===== config.mk =====
export PLATFORM = sky130hd
export DESIGN_NAME = cpu_run_ctrl
export DESIGN_NICKNAME = d
export VERILOG_FILES = /design/src/rtl/cpu_run_ctrl.sv
export SDC_FILE = /design/constraint.sdc
export NUM_CORES = 1
export LEC_CHECK = 0
export BUFFER_PORTS_ARGS = -buffer_cell sky130_fd_sc_hd__buf_2
export CORE_AREA = 3 3 101 103
export CTS_BUF_LIST = sky130_fd_sc_hd__clkbuf_4 sky130_fd_sc_hd__clkbuf_8
export CTS_CLUSTER_DIAMETER = 30
export DETAILED_ROUTE_END_ITERATION = 12
export DIE_AREA = 0 0 104 106
export PLACE_DENSITY = 0.68
export SETUP_SLACK_MARGIN = 0.4
export SLEW_MARGIN = 40
export SYNTH_ARGS = -nofsm -noshare
export SYNTH_HDL_FRONTEND = slang
export SYNTH_SLANG_ARGS = --single-unit
export TNS_END_PERCENT = 30

===== constraint.sdc =====
create_clock -name clock -period 3.35 [get_ports clock]
set_clock_uncertainty 0.05 [all_clocks]
set_input_delay 0.335 -clock clock [delete_from_list [all_inputs] [get_ports clock]]
set_output_delay 0.335 -clock clock [all_outputs]
set_load 0.02 [all_outputs]

===== src/rtl/cpu_run_ctrl.sv =====
// rtl/cpu_run_ctrl.sv - CPU execution controller: clock-enable strobes, IN/OUT handshakes, HALT, step mode
// One cpu_enable pulse per qualifying divider tick; IN/OUT wait on an operator press.
module cpu_run_ctrl #(
   parameter int          DATA_WIDTH    = 28,
   parameter int          SW_WIDTH      = 18,
   parameter int          CNT_WIDTH     = 32,
   parameter logic [31:0] BLANK_PATTERN = 32'h07FFFFFF
) (
   input  logic                  clock,
   input  logic                  reset,
   input  logic                  tick,
   input  logic                  button,
   input  logic                  step_mode,
   input  logic                  op_in,
   input  logic                  op_out,
   input  logic                  op_halt,
   input  logic [DATA_WIDTH-1:0] cpu_display,
   input  logic [SW_WIDTH-1:0]   switches,
   output logic                  cpu_enable,
   output logic [SW_WIDTH-1:0]   in_data,
   output logic [31:0]           display_data,
   output logic                  halted,
   output logic [1:0]            state,
   output logic [CNT_WIDTH-1:0]  instr_count
);

   localparam logic [1:0] ST_RUN     = 2'd0;
   localparam logic [1:0] ST_WAIT_IO = 2'd1;
   localparam logic [1:0] ST_RELEASE = 2'd2;
   localparam logic [1:0] ST_HALT    = 2'd3;

   localparam logic [CNT_WIDTH-1:0] CNT_ONE = {{(CNT_WIDTH-1){1'b0}}, 1'b1};

   logic button_q;
   logic step_req;
   logic io_is_in;
   logic press;
   logic run_plain_tick;
   logic enable_next;

   always_comb begin
      press          = button & ~button_q;
      run_plain_tick = tick & ~op_halt & ~op_in & ~op_out;
      enable_next    = 1'b0;
      case (state)
         ST_RUN:     enable_next = run_plain_tick & (~step_mode | step_req);
         ST_RELEASE: enable_next = tick;
         default:    enable_next = 1'b0;
      endcase
   end

   always_ff @(posedge clock or posedge reset) begin
      if (reset) begin
         state        <= ST_RUN;
         cpu_enable   <= 1'b0;
         in_data      <= '0;
         display_data <= BLANK_PATTERN;
         halted       <= 1'b0;
         instr_count  <= '0;
         step_req     <= 1'b0;
         button_q     <= 1'b0;
         io_is_in     <= 1'b0;
      end else begin
         button_q   <= button;
         cpu_enable <= enable_next;

         if (enable_next && (instr_count != '1))
            instr_count <= instr_count + CNT_ONE;

         // A fresh press wins over consuming the old request in the same cycle.
         if (!step_mode)
            step_req <= 1'b0;
         else if ((state == ST_RUN) && press)
            step_req <= 1'b1;
         else if ((state == ST_RUN) && enable_next)
            step_req <= 1'b0;

         case (state)
            ST_RUN: begin
               if (tick) begin
                  if (op_halt) begin
                     state  <= ST_HALT;
                     halted <= 1'b1;
                  end else if (op_in) begin
                     state    <= ST_WAIT_IO;
                     io_is_in <= 1'b1;
                  end else if (op_out) begin
                     state        <= ST_WAIT_IO;
                     io_is_in     <= 1'b0;
                     display_data <= {{(32-DATA_WIDTH){1'b0}}, cpu_display};
                  end
               end
            end
            ST_WAIT_IO: begin
               if (press) begin
                  state <= ST_RELEASE;
                  if (io_is_in)
                     in_data <= switches;
               end
            end
            ST_RELEASE: begin
               // Only reachable a cycle after the press, so a coincident tick never counts.
               if (tick) begin
                  state        <= ST_RUN;
                  display_data <= BLANK_PATTERN;
               end
            end
            default: ;
         endcase
      end
   end

endmodule


### Word-level counts from Yosys, hierarchy flattened

Cells that the tools add are included.
W data, S select, Z words.

| storage, ports and cells | value |
|---|---|
| register bits after elaboration | 89 |
| word-level logic and storage cells | 63 |

| operators by class | value |
|---|---|
| $add $sub $neg | 1 |
| equal/unequal tests | 11 |
| muxes and demuxes | 19 |
| bitwise gates (word level) | 11 |
| reductions and logical operators | 12 |

Operators with widths:

| operator | count |
|---|---|
| $mux W32 | 5 |
| $pmux W32 S2 | 1 |
| $add A32 B1 Y32 const B | 1 |
| $ne A32 B32 Y1 const B | 1 |
| $mux W2 | 6 |
| $ne A2 B2 Y1 const B | 6 |
| $pmux W2 S3 | 1 |
| $reduce_and A3 Y1 | 2 |
| $reduce_and A6 Y1 | 1 |
| $and A1 B1 Y1 | 5 |
| $mux W1 | 5 |
| $not A1 Y1 | 5 |
| $reduce_and A5 Y1 | 1 |
| $ne A4 B4 Y1 const B | 1 |
| $reduce_and A4 Y1 | 1 |
| $reduce_bool A2 Y1 | 2 |
| $logic_and A1 B1 Y1 | 3 |
| $ne A3 B1 Y1 const B | 1 |
| $reduce_bool A3 Y1 | 1 |
| $eq A2 B1 Y1 const B | 1 |
| $eq A2 B2 Y1 const B | 1 |
| $logic_not A2 Y1 | 1 |
| $pmux W1 S2 | 1 |
| $or A1 B1 Y1 | 1 |

### Depth between registers and ports, before layout

Gate-level depths: netlist (run 1).

| logic depth | value |
|---|---|
| depth in word-level cells | 10 |
| depth in mapped cells | 9 |
| mapped depth without buffers | 8 |

### Worst setup path after synthesis (run 1)

Ideal clock, no wire load.

| timing | value |
|---|---|
| path type | register to register |
| start | reg state[0] |
| end | reg instr_count[16] |
| library setup time | 0.125 ns |
| arrival time | 1.965 ns |
| data required time | 3.175 ns |
| path slack | 1.210 ns |
| stages on the path, launching flop included | 7 |
| path buffers | 0 |
| period minus slack after synthesis | 2.140 ns |
| path through | dfrtp_1 > inv_1 > ha_1 > nor4b_2 > o221ai_2 > nor3_4 > mux2_2 |

| on the way | value |
|---|---|
| cells in the longest elaborated chain, start to end | 3 |

RTL lines:

| item | line | RTL |
|---|---|---|
| start: declaration | 23 | `output logic [1:0] state,` |
| start signal: assignment | 54 | `state <= ST_RUN;` |
| start signal: assignment | 82 | `state <= ST_HALT;` |
| start signal: assignment | 85 | `state <= ST_WAIT_IO;` |
| $eq A2 B2 Y1 or $logic_not A2 Y1 (tied branches) | 45 | `case (state)` |
| $pmux W1 S2 * | 45 |  |
| $logic_and A1 B1 Y1 * | 67 | `if (enable_next && (instr_count != '1))` |
| end signal: assignment | 68 | `instr_count <= instr_count + CNT_ONE;` |
| end: declaration | 24 | `output logic [CNT_WIDTH-1:0] instr_count` |

Mark *: on every way between the ends. The rest lies on a longest branch, timed or not.
A chain may end at the register's enable or synchronous reset.

### Worst setup path in the final report (run 1)

Ends and elaborated chain as after synthesis.

==> flow_metrics.py, run 1 <==
metrics = {
    "clock_network": {
        "ctsHoldBuffers": 0,
        "cts_resized": 0,
        "cts_max_path_buffers": 2,
        "cts_buffers": 9,
        "cts-htree-levels": 3,
        "cts_tree": "yes",
        "clk_pin_slew_ns": 0.08,
        "cts.sinks": 85,
        "clkLatencyLatePin_ns": 0.35,
        "post_cts_buffers": 0,
        "cts_root_buf": "clkbuf_8",
    },
    "layout": {
        "layout-drive-gt1-share": 0.451,
        "nets": 531,
        "layout_commonest_cell": "buf_2",
        "insertedDiodeCount": 0,
        "layout_common_cells": "buf_2, dfrtp_1, nand2_1",
        "syn2layout_area_growth_pct": 27.7,
    },
    "timing": {
        "hold_viol": 0,
        "relSlewSlack": 0.566,
        "fmax_mhz": 438,
        "fin_tns_setup_ns": 0,
        "finalCriticalPeriod_ns": 2.28,
        "grt_setup_unrepaired": "no",
        "tightest_slew_ns": 0.650,
        "drv_slew": 0,
        "fin_crit_sh": 0.681,
        "finalSetupViolations": 0,
    },
    "worst_setup_path": {
        "cp-start-kind": "flop",
        "critical_path_buf_inv_count": 1,
        "cp.required_ns": 3.53,
        "critPathSlowestCell": "dfrtp_1",
        "critPathMaxStageDelay_ns": 0.42,
        "critPathKind": "flop to flop",
        "worstPathCellList": "inv_1 > ha_1 > nor4b_2 > o221ai_2 > nor3_4 > mux2_2",
        "crit_family": "simple AND/OR/NAND/NOR gates",
        "cp.arrival_ns": 2.47,
        "end_kind": "flop",
        "cp_max_fo": 8,
    },
    "drt": {
        "final_antenna_net_count": 0,
        "drc": 0,
        "vias": 2932,
        "wl_per_cell_um": 13.7,
        "firstDrtPassIters": 4,
        "routed_wl_mm": 8.30,
        "vias_per_cell": 4.84,
        "drt_iter0_drc": 118,
    },
    "place": {
        "port_buffers": 135,
        "dpl.hpwl_mm": 6.12,
        "place_congestion": 0.789,
    },
    "floorplanning": {
        "core_area_mm2": 0.00928,
        "die_height_um": 106,
        "row_count": 35,
        "die-area_mm2": 0.0110,
        "initial_core_util": 0.403,
        "ios": 140,
        "dieWidth_um": 104,
    },
    "pwr": {
        "vdd_drop_max_v": 0.000448,
        "p_per_area_mw_per_mm2": 793,
        "leakage_nw": 2.37,
        "finalPower_mw": 3.79,
    },
    "synthesis": {
        "ys_warn_count": 0,
        "ys_ff_latch": 85,
        "yosysUniqueCellTypes": 43,
        "synth_area_per_cell_um2": 11.1,
        "synth-main-ff-cell": "dfrtp_1",
        "syn_inst": 337,
        "synthesis.area_mm2": 0.00374,
        "async_flop_share": 1.00,
        "synth_edf_count": 0,
        "synth_seq_area_share": 0.578,
    },
    "grt": {
        "grt_max_degree": 57,
        "grt_pass1_vias": 2876,
        "grt_overflow": 0,
        "grt_usage": 0.156,
        "antenna_found_initial": 0,
        "grt_pass1_wl_mm": 14.1,
    },
    "run": {
        "cap_viol_max_count": 0,
    },
    "worst_hold_path": {
        "hp-class": "input port to asynchronous set/reset pin",
    },
    "status": {
        "status": "finished, final reports clean",
    },
}
per-layer routing:
| layer | up-vias | global-route usage | share of wire |
|---|---|---|---|
| met4 | 0 | 0.0446 | 0.011 |
| met2 | 103 | 0.256 | 0.48 |
| li1 | 1424 | - | - |
| met5 | - | 0 | 0 |
| met1 | 1397 | 0.194 | 0.43 |
| met3 | 8 | 0.0565 | 0.076 |
kinds of logic (layout without fill, tap and decap cells):
kind of cell | after synthesis | after routing | share of synthesized area
buffers and inverters | 22 | 159 | 0.0281
xor gates and xnor gates | 30 | 30 | 0.0702
AOI/OAI and AO/OA | 43 | 43 | 0.0736
DFF | 85 | 85 | 0.578
muxes | 21 | 21 | 0.0629
adders and majority gates | 4 | 4 | 0.0134
other | 1 | 4 | 0.00100
and+or+nand+nor | 131 | 131 | 0.173
worst reg2reg max path: stages (launching register included):
cell,delay [ns]
dfrtp_1,0.42
inv_1,0.10
ha_1,0.27
nor4b_2,0.39
o221ai_2,0.21
nor3_4,0.37
mux2_2,0.37
registers in the layout, indices dropped and copies added (netlist names):
signal / cells
cpu_enable: 1
display_data: 28
in_data: 18
halted: 1
step_req: 1
state: 2
button_q: 1
io_is_in: 1
instr_count: 32
where the power goes:
| group | leakage (nW) | total [mW] | switching, mW | internal (mW) |
|---|---|---|---|---|
| clock | 0.116 | 0.815 | 0.348 | 0.467 |
| combinational | 1.22 | 1.35 | 0.853 | 0.497 |
| sequential | 1.04 | 1.62 | 0.182 | 1.44 |
cells in the mapped netlist (2+ instances only):
library cell  count  area (µm²)
and3_1            4        25.0
and3_2            2        15.0
and4_1            3        26.3
buf_4             4        30.0
clkbuf_1         11        41.3
dfrtp_1          58        1450
dfstp_2          27         709
ha_1              4        50.1
inv_1             6        22.5
mux2_2           20         225
nand2_1          45         169
nand3_1          16        80.1
nand4_1          14        87.6
nor2_1           35         131
o21ai_0          32         160
xnor2_1          27         236
xor2_1            3        26.3
layout make-up:
cell class,count,area [µm²]
Fill cell,876,4510
Sequential cell,85,2160
Multi-Input combinational cell,233,1490
Timing Repair Buffer,138,711
Tap cell,129,161
Clock buffer,12,159
Clock inverter,3,68.8
Inverter,6,23.8
through the flow:
| step | utilization | setup WS [ns] | instance area (µm²) | cells | hold WS (ns) |
|---|---|---|---|---|---|
| after floorplan | - | 0.816 | 3750 | 340 | 0.316 |
| after global placement | 0.489 | 1.19 | 4540 | 591 | 0.393 |
| after detailed placement | 0.489 | 1.08 | 4540 | 591 | 0.404 |
| after CTS | 0.514 | 1.07 | 4770 | 606 | 0.0120 |
| after global routing | 0.514 | 0.843 | 4780 | 606 | 0.0233 |
| final | 0.514 | 1.07 | 4780 | 606 | 0.0109 |
final timing paths:
kind                            startpoint         endpoint  slack, ns  cells past startpoint
max                               state[0]  instr_count[16]       1.07                      6
min                                  reset       in_data[3]       0.01                      2
max reg2reg                       state[0]  instr_count[16]       1.07                      6
min reg2reg                display_data[9]  display_data[9]       0.43                      2
max in group asynchronous            reset  instr_count[24]       2.57                      3
min in group clock                  button         button_q       0.05                      1
No activity file was read; power rests on OpenSTA's default activity.
==> run 2, diff against run 1 <==
- PLACE_DENSITY: 0.68 -> 0.71
- clock period: 3.35 -> 2.06 ns (I/O delays scaled with it)
==> run 2 against run 1 <==
Via count up 11%; non-clock buffer count is 45 higher; largest power group is now combinational logic; critical path depth up 2; final cell count increased by 7.8%; power rose by 82%; critical endpoint is now instr_count[25].
==> flow_metrics.py, run 2 (synthesized netlist as in run 1, its figures left out) <==
metrics = {
    "status": {
        "status": "finished, final reports clean",
    },
    "clock_network": {
        "cts_buffers": 9,
        "clkLatencyLatePin_ns": 0.35,
        "cts_root_buf": "clkbuf_8",
        "cts_max_path_buffers": 2,
        "cts-htree-levels": 3,
        "clk_pin_slew_ns": 0.09,
        "cts.sinks": 85,
        "cts_tree": "yes",
    },
    "floorplanning": {
        "dieWidth_um": 104,
        "die_height_um": 106,
        "row_count": 35,
        "core_area_mm2": 0.00928,
        "die-area_mm2": 0.0110,
        "initial_core_util": 0.403,
        "ios": 140,
    },
    "pwr": {
        "seq_power_share": 0.386,
        "finalPower_mw": 6.90,
        "p_switching_mw": 2.63,
        "vdd_drop_max_v": 0.000697,
        "switching_share": 0.382,
        "power_frac_comb": 0.444,
        "power.internal_mw": 4.26,
        "p_clk_frac": 0.170,
        "p_per_area_mw_per_mm2": 1240,
        "leakage_nw": 2.77,
    },
    "drt": {
        "vias_per_cell": 5.00,
        "drt_iter0_drc": 124,
        "drc": 0,
        "wl_per_cell_um": 15.6,
        "final_antenna_net_count": 0,
        "wl_met1_mm": 4.13,
        "vias": 3262,
        "routed_wl_mm": 10.2,
        "routed-wl-met3_um": 738,
        "met2_wirelength_mm": 5.21,
        "firstDrtPassIters": 4,
        "top_layer": "met4",
    },
    "timing": {
        "tightest_slew_ns": 0.553,
        "grt_setup_unrepaired": "yes",
        "fin_ws_ns": 0.0282,
        "fin_crit_sh": 0.986,
        "finalCriticalPeriod_ns": 2.03,
        "relSlewSlack": 0.629,
        "fin_tns_setup_ns": 0,
        "finalSetupViolations": 0,
        "hold_viol": 0,
        "drv_slew": 0,
        "fmax_mhz": 492,
    },
    "layout": {
        "multiInputGateArea_mm2": 0.00187,
        "design_area_mm2": 0.00556,
        "largest_reg_flops": 32,
        "syn2layout_area_growth_pct": 48.5,
        "regArea_mm2": 0.00216,
        "instances_no_fill": 653,
        "insertedDiodeCount": 0,
        "layout_common_cells": "buf_2, dfrtp_1, nor2_1",
        "num-fill-cells": 782,
        "layout_commonest_cell": "buf_2",
        "top_regs": "instr_count: 32 flops, display_data: 28 flops, in_data: 18 flops",
        "regMostFlops": "instr_count",
        "nets": 577,
        "layout-drive-gt1-share": 0.628,
    },
    "worst_setup_path": {
        "cp.arrival_ns": 2.22,
        "reg2reg_from": "state[1]",
        "r2r_setup_slack_ns": 0.03,
        "cp.required_ns": 2.24,
        "critPathKind": "flop to flop",
        "cp_max_fo": 7,
        "cp-start-kind": "flop",
        "end_kind": "flop",
        "startpoint": "state[1]",
    },
    "place": {
        "dp_cells": 605,
        "dpl_cell_area_mm2": 0.00465,
        "place_congestion": 0.825,
        "port_buffers": 135,
        "pre_cts_slack_ns": 0.0224,
        "dpl.hpwl_mm": 6.39,
    },
    "run": {
        "cap_viol_max_count": 0,
    },
    "worst_hold_path": {
        "worstHoldStart": "switches[1]",
        "hp-class": "input port to flop",
    },
    "grt": {
        "grt_pass1_vias": 3018,
        "grt_max_degree": 86,
        "grt_usage": 0.165,
        "antenna_found_initial": 0,
        "grt_overflow": 0,
        "grt_pass1_wl_mm": 14.9,
    },
}
[run 2: cell count changes in the layout (fill, tap and decap cells not counted), sizes merged]
cell | previous run | this run
clkbuf | 12 | 13
clkinv | 2 | 1
bufinv | 2 | 1
dlygate4sd3 | 0 | 2
clkinvlp | 0 | 2
inv | 5 | 6
o31a | 1 | 2
buf | 138 | 180
[run 2: path summary, 6_finish.rpt]
kind | end | cells after the start
setup / recovery | instr_count[25] | 8
hold / removal | in_data[1] | 2
setup reg to reg | instr_count[25] | 8
hold reg to reg | display_data[23] | 2
max in group asynchronous | display_data[10] | 4
min in group asynchronous | instr_count[19] | 4
[run 2: routing by layer]
metal	GRT usage	vias to the layer above
li1	-	1521
met1	0.205	1605
met2	0.275	124
met3	0.0528	12
met4	0.0513	0
met5	0	-
[run 2: what timing repair did]
item,in CTS,in global routing
pin swaps,24,64
setup endpoints to repair,62,80
endpoints found under the hold margin,59,0
hold buffers,2,0
gates cloned,1,3
gates resized for setup,20,117
buffers inserted,14,12
[run 2: layout make-up]
type                            count  area share
Inverter                            6     0.00473
Sequential cell                    85       0.389
Multi-Input combinational cell    234       0.336
Clock inverter                      4     0.00878
Tap cell                          129      0.0291
Clock buffer                       12      0.0264
Timing Repair Buffer              183       0.206
[run 2: metrics by stage]
| step | hold WS, ns | util |
|---|---|---|
| floorplan | 0.187 | - |
| global placement | 0.278 | 0.501 |
| detailed placement | 0.280 | 0.501 |
| CTS | 0.0123 | 0.546 |
| global route | 0.00695 | 0.598 |
| finish | 0.0328 | 0.598 |
[run 2: power by group through the flow]
stage	Combinational, mW	Sequential, mW	Clock, mW
2_1_floorplan	0.866	3.27	0
3_3_place_gp	2.30	2.61	0
3_5_place_dp	2.35	2.64	0
4_1_cts	2.46	2.62	1.21
5_1_grt	3.32	2.72	1.27
6_report	3.06	2.66	1.17
[run 2: critical path: stages (launching register included)]
cell and delay [ns]:
dfrtp_1 0.40, inv_2 0.09, ha_4 0.14, nor4b_4 0.29, o221ai_4 0.16, inv_2 0.13
o2111a_2 0.35, nand4_1 0.16, xnor2_1 0.16
==> run 3, diff against run 2 <==
- clock period: 2.06 -> 1.7 ns (I/O delays scaled with it)
==> run 3 against run 2 <==
The flow now finishes with violations (negative setup slack); clock power up 34%; register-to-register slack worse by 0.26 ns; non-clock buffer count up 51; sequential power up 20%; critical endpoint is now instr_count[28]; highest routed layer unchanged.
==> flow_metrics.py, run 3 (synthesized netlist as in run 1, its figures left out) <==
metrics = {
    "clock_network": {
        "cts.sinks": 85,
        "clkLatencyLatePin_ns": 0.35,
        "cts_buffers": 9,
        "cts_max_path_buffers": 2,
        "clk_pin_slew_ns": 0.08,
        "cts-htree-levels": 3,
        "cts_root_buf": "clkbuf_8",
        "cts_tree": "yes",
    },
    "layout": {
        "layout_common_cells": "buf_2, buf_4, dfrtp_1",
        "largest_reg_flops": 32,
        "top_regs": "instr_count: 32 flops, display_data: 28 flops, in_data: 18 flops",
        "syn2layout_area_growth_pct": 58.2,
        "regMostFlops": "instr_count",
        "nets": 628,
        "insertedDiodeCount": 0,
        "layout_commonest_cell": "buf_2",
        "layout-drive-gt1-share": 0.515,
    },
    "drt": {
        "wl_per_cell_um": 15.2,
        "firstDrtPassIters": 6,
        "final_antenna_net_count": 0,
        "routed_wl_mm": 10.7,
        "drt_iter0_drc": 110,
        "vias": 3406,
        "drc": 0,
        "vias_per_cell": 4.84,
    },
    "floorplanning": {
        "dieWidth_um": 104,
        "die-area_mm2": 0.0110,
        "ios": 140,
        "initial_core_util": 0.403,
        "die_height_um": 106,
        "row_count": 35,
        "core_area_mm2": 0.00928,
    },
    "pwr": {
        "vdd_drop_max_v": 0.000921,
        "leakage_nw": 2.98,
        "p_per_area_mw_per_mm2": 1400,
        "finalPower_mw": 8.26,
    },
    "grt": {
        "grt_pass1_wl_mm": 17.3,
        "grt_pass1_vias": 3595,
        "antenna_found_initial": 0,
        "grt_usage": 0.194,
        "grt_max_degree": 57,
        "grt_overflow": 0,
    },
    "worst_hold_path": {
        "worstHoldStart": "cpu_display[15]",
        "hp-class": "input port to flop",
    },
    "timing": {
        "finalSetupViolations": 63,
        "fin_ws_ns": -0.236,
        "tightest_slew_ns": 0.616,
        "drv_slew": 0,
        "relSlewSlack": 0.590,
        "finalCriticalPeriod_ns": 1.94,
        "hold_viol": 0,
        "fin_crit_sh": 1.14,
        "grt_setup_unrepaired": "yes",
        "fmax_mhz": 516,
    },
    "worst_setup_path": {
        "cp-start-kind": "flop",
        "cp_max_fo": 6,
        "cp.arrival_ns": 2.13,
        "cp.required_ns": 1.89,
        "r2r_cells": 9,
        "rr_endpoint": "instr_count[28]",
        "worstPathCellList": "inv_2 > ha_4 > nor4b_4 > o221ai_4 > buf_6 > nor3_4 > buf_6 > nand3_1 > xnor2_1",
        "reg2reg_from": "state[1]",
        "critPathMaxStageDelay_ns": 0.41,
        "startpoint": "state[1]",
        "critical_path.most_common_cell": "buf_6",
        "end_kind": "flop",
        "critPathSlowestCell": "dfrtp_1",
        "crit_end": "instr_count[28]",
        "critPathKind": "flop to flop",
        "r2r_setup_slack_ns": -0.24,
    },
    "place": {
        "place_congestion": 0.805,
        "port_buffers": 135,
        "dpl.hpwl_mm": 6.94,
        "pre_cts_slack_ns": -0.312,
    },
    "status": {
        "status": "finished with violations",
        "violations": "negative setup slack",
    },
    "run": {
        "cap_viol_max_count": 0,
    },
}
## run 3: cell types whose count changed in the layout (fill, tap and decap cells not counted), sizes merged
cell	delta
bufinv	+1
clkbuf	-1
dlygate4sd3	+32
inv	-1
buf	+20
## run 3: worst min-delay path by stage
stage | end | slack, ns | cells past startpoint
floorplan | button_q | 0.15 | 0
finish | display_data[15] | 0.02 | 3
global route | in_data[12] | 0.004 | 2
CTS | display_data[18] | 0.00001 | 3
global placement | button_q | 0.24 | 1
detailed placement | button_q | 0.26 | 1
## run 3: critical path: cells and delay by family (launching register included)
kind / cells / cell delay (ns)
simple gates: 3 / 0.57
xor+xnor: 1 / 0.13
compound gates: 1 / 0.15
flops: 1 / 0.41
buf+inv: 3 / 0.38
fa+ha+maj: 1 / 0.13
## run 3: per-stage QoR
step / hold slack [ns] / instances / setup TNS, ns / cell area (µm²) / utilization
detailed placement: 0.256 / 642 / -9.26 / 4940 / 0.532
floorplan: 0.151 / 340 / -16.91 / 3760 / -
global route: 0.00408 / 704 / -15.86 / 5920 / 0.637
global placement: 0.241 / 642 / -5.67 / 4940 / 0.532
CTS: 0.0000146 / 699 / -8.08 / 5730 / 0.617
finish: 0.0169 / 704 / -8.83 / 5920 / 0.637
## run 3: timing repair
item	CTS	global route
hold endpoints to repair	91	0
pin swaps	25	15
hold buffers	34	0
resized for setup	42	53
endpoints found under the setup margin	84	116
gates cloned	1	0
buffers inserted	6	5
## run 3: per-layer routing
| layer | GRT usage | part of all wire |
|---|---|---|
| met2 | 0.339 | 0.52 |
| met1 | 0.227 | 0.40 |
| met4 | 0.0902 | 0.024 |
| met3 | 0.0425 | 0.058 |
| met5 | 0 | 0 |
## run 3: final cells by class
cell class,instances,area (µm²)
Clock buffer,12,146
Clock inverter,4,72.6
Fill cell,742,3370
Inverter,6,26.3
Multi-Input combinational cell,234,1690
Sequential cell,85,2160
Tap cell,129,161
Timing Repair Buffer,234,1660
## run 3: power by group
part,internal [mW],switching [mW],leakage [nW]
registers,2.84,0.359,1.04
logic,1.56,1.93,1.82
clock network,0.876,0.692,0.111
total,5.28,2.98,2.98
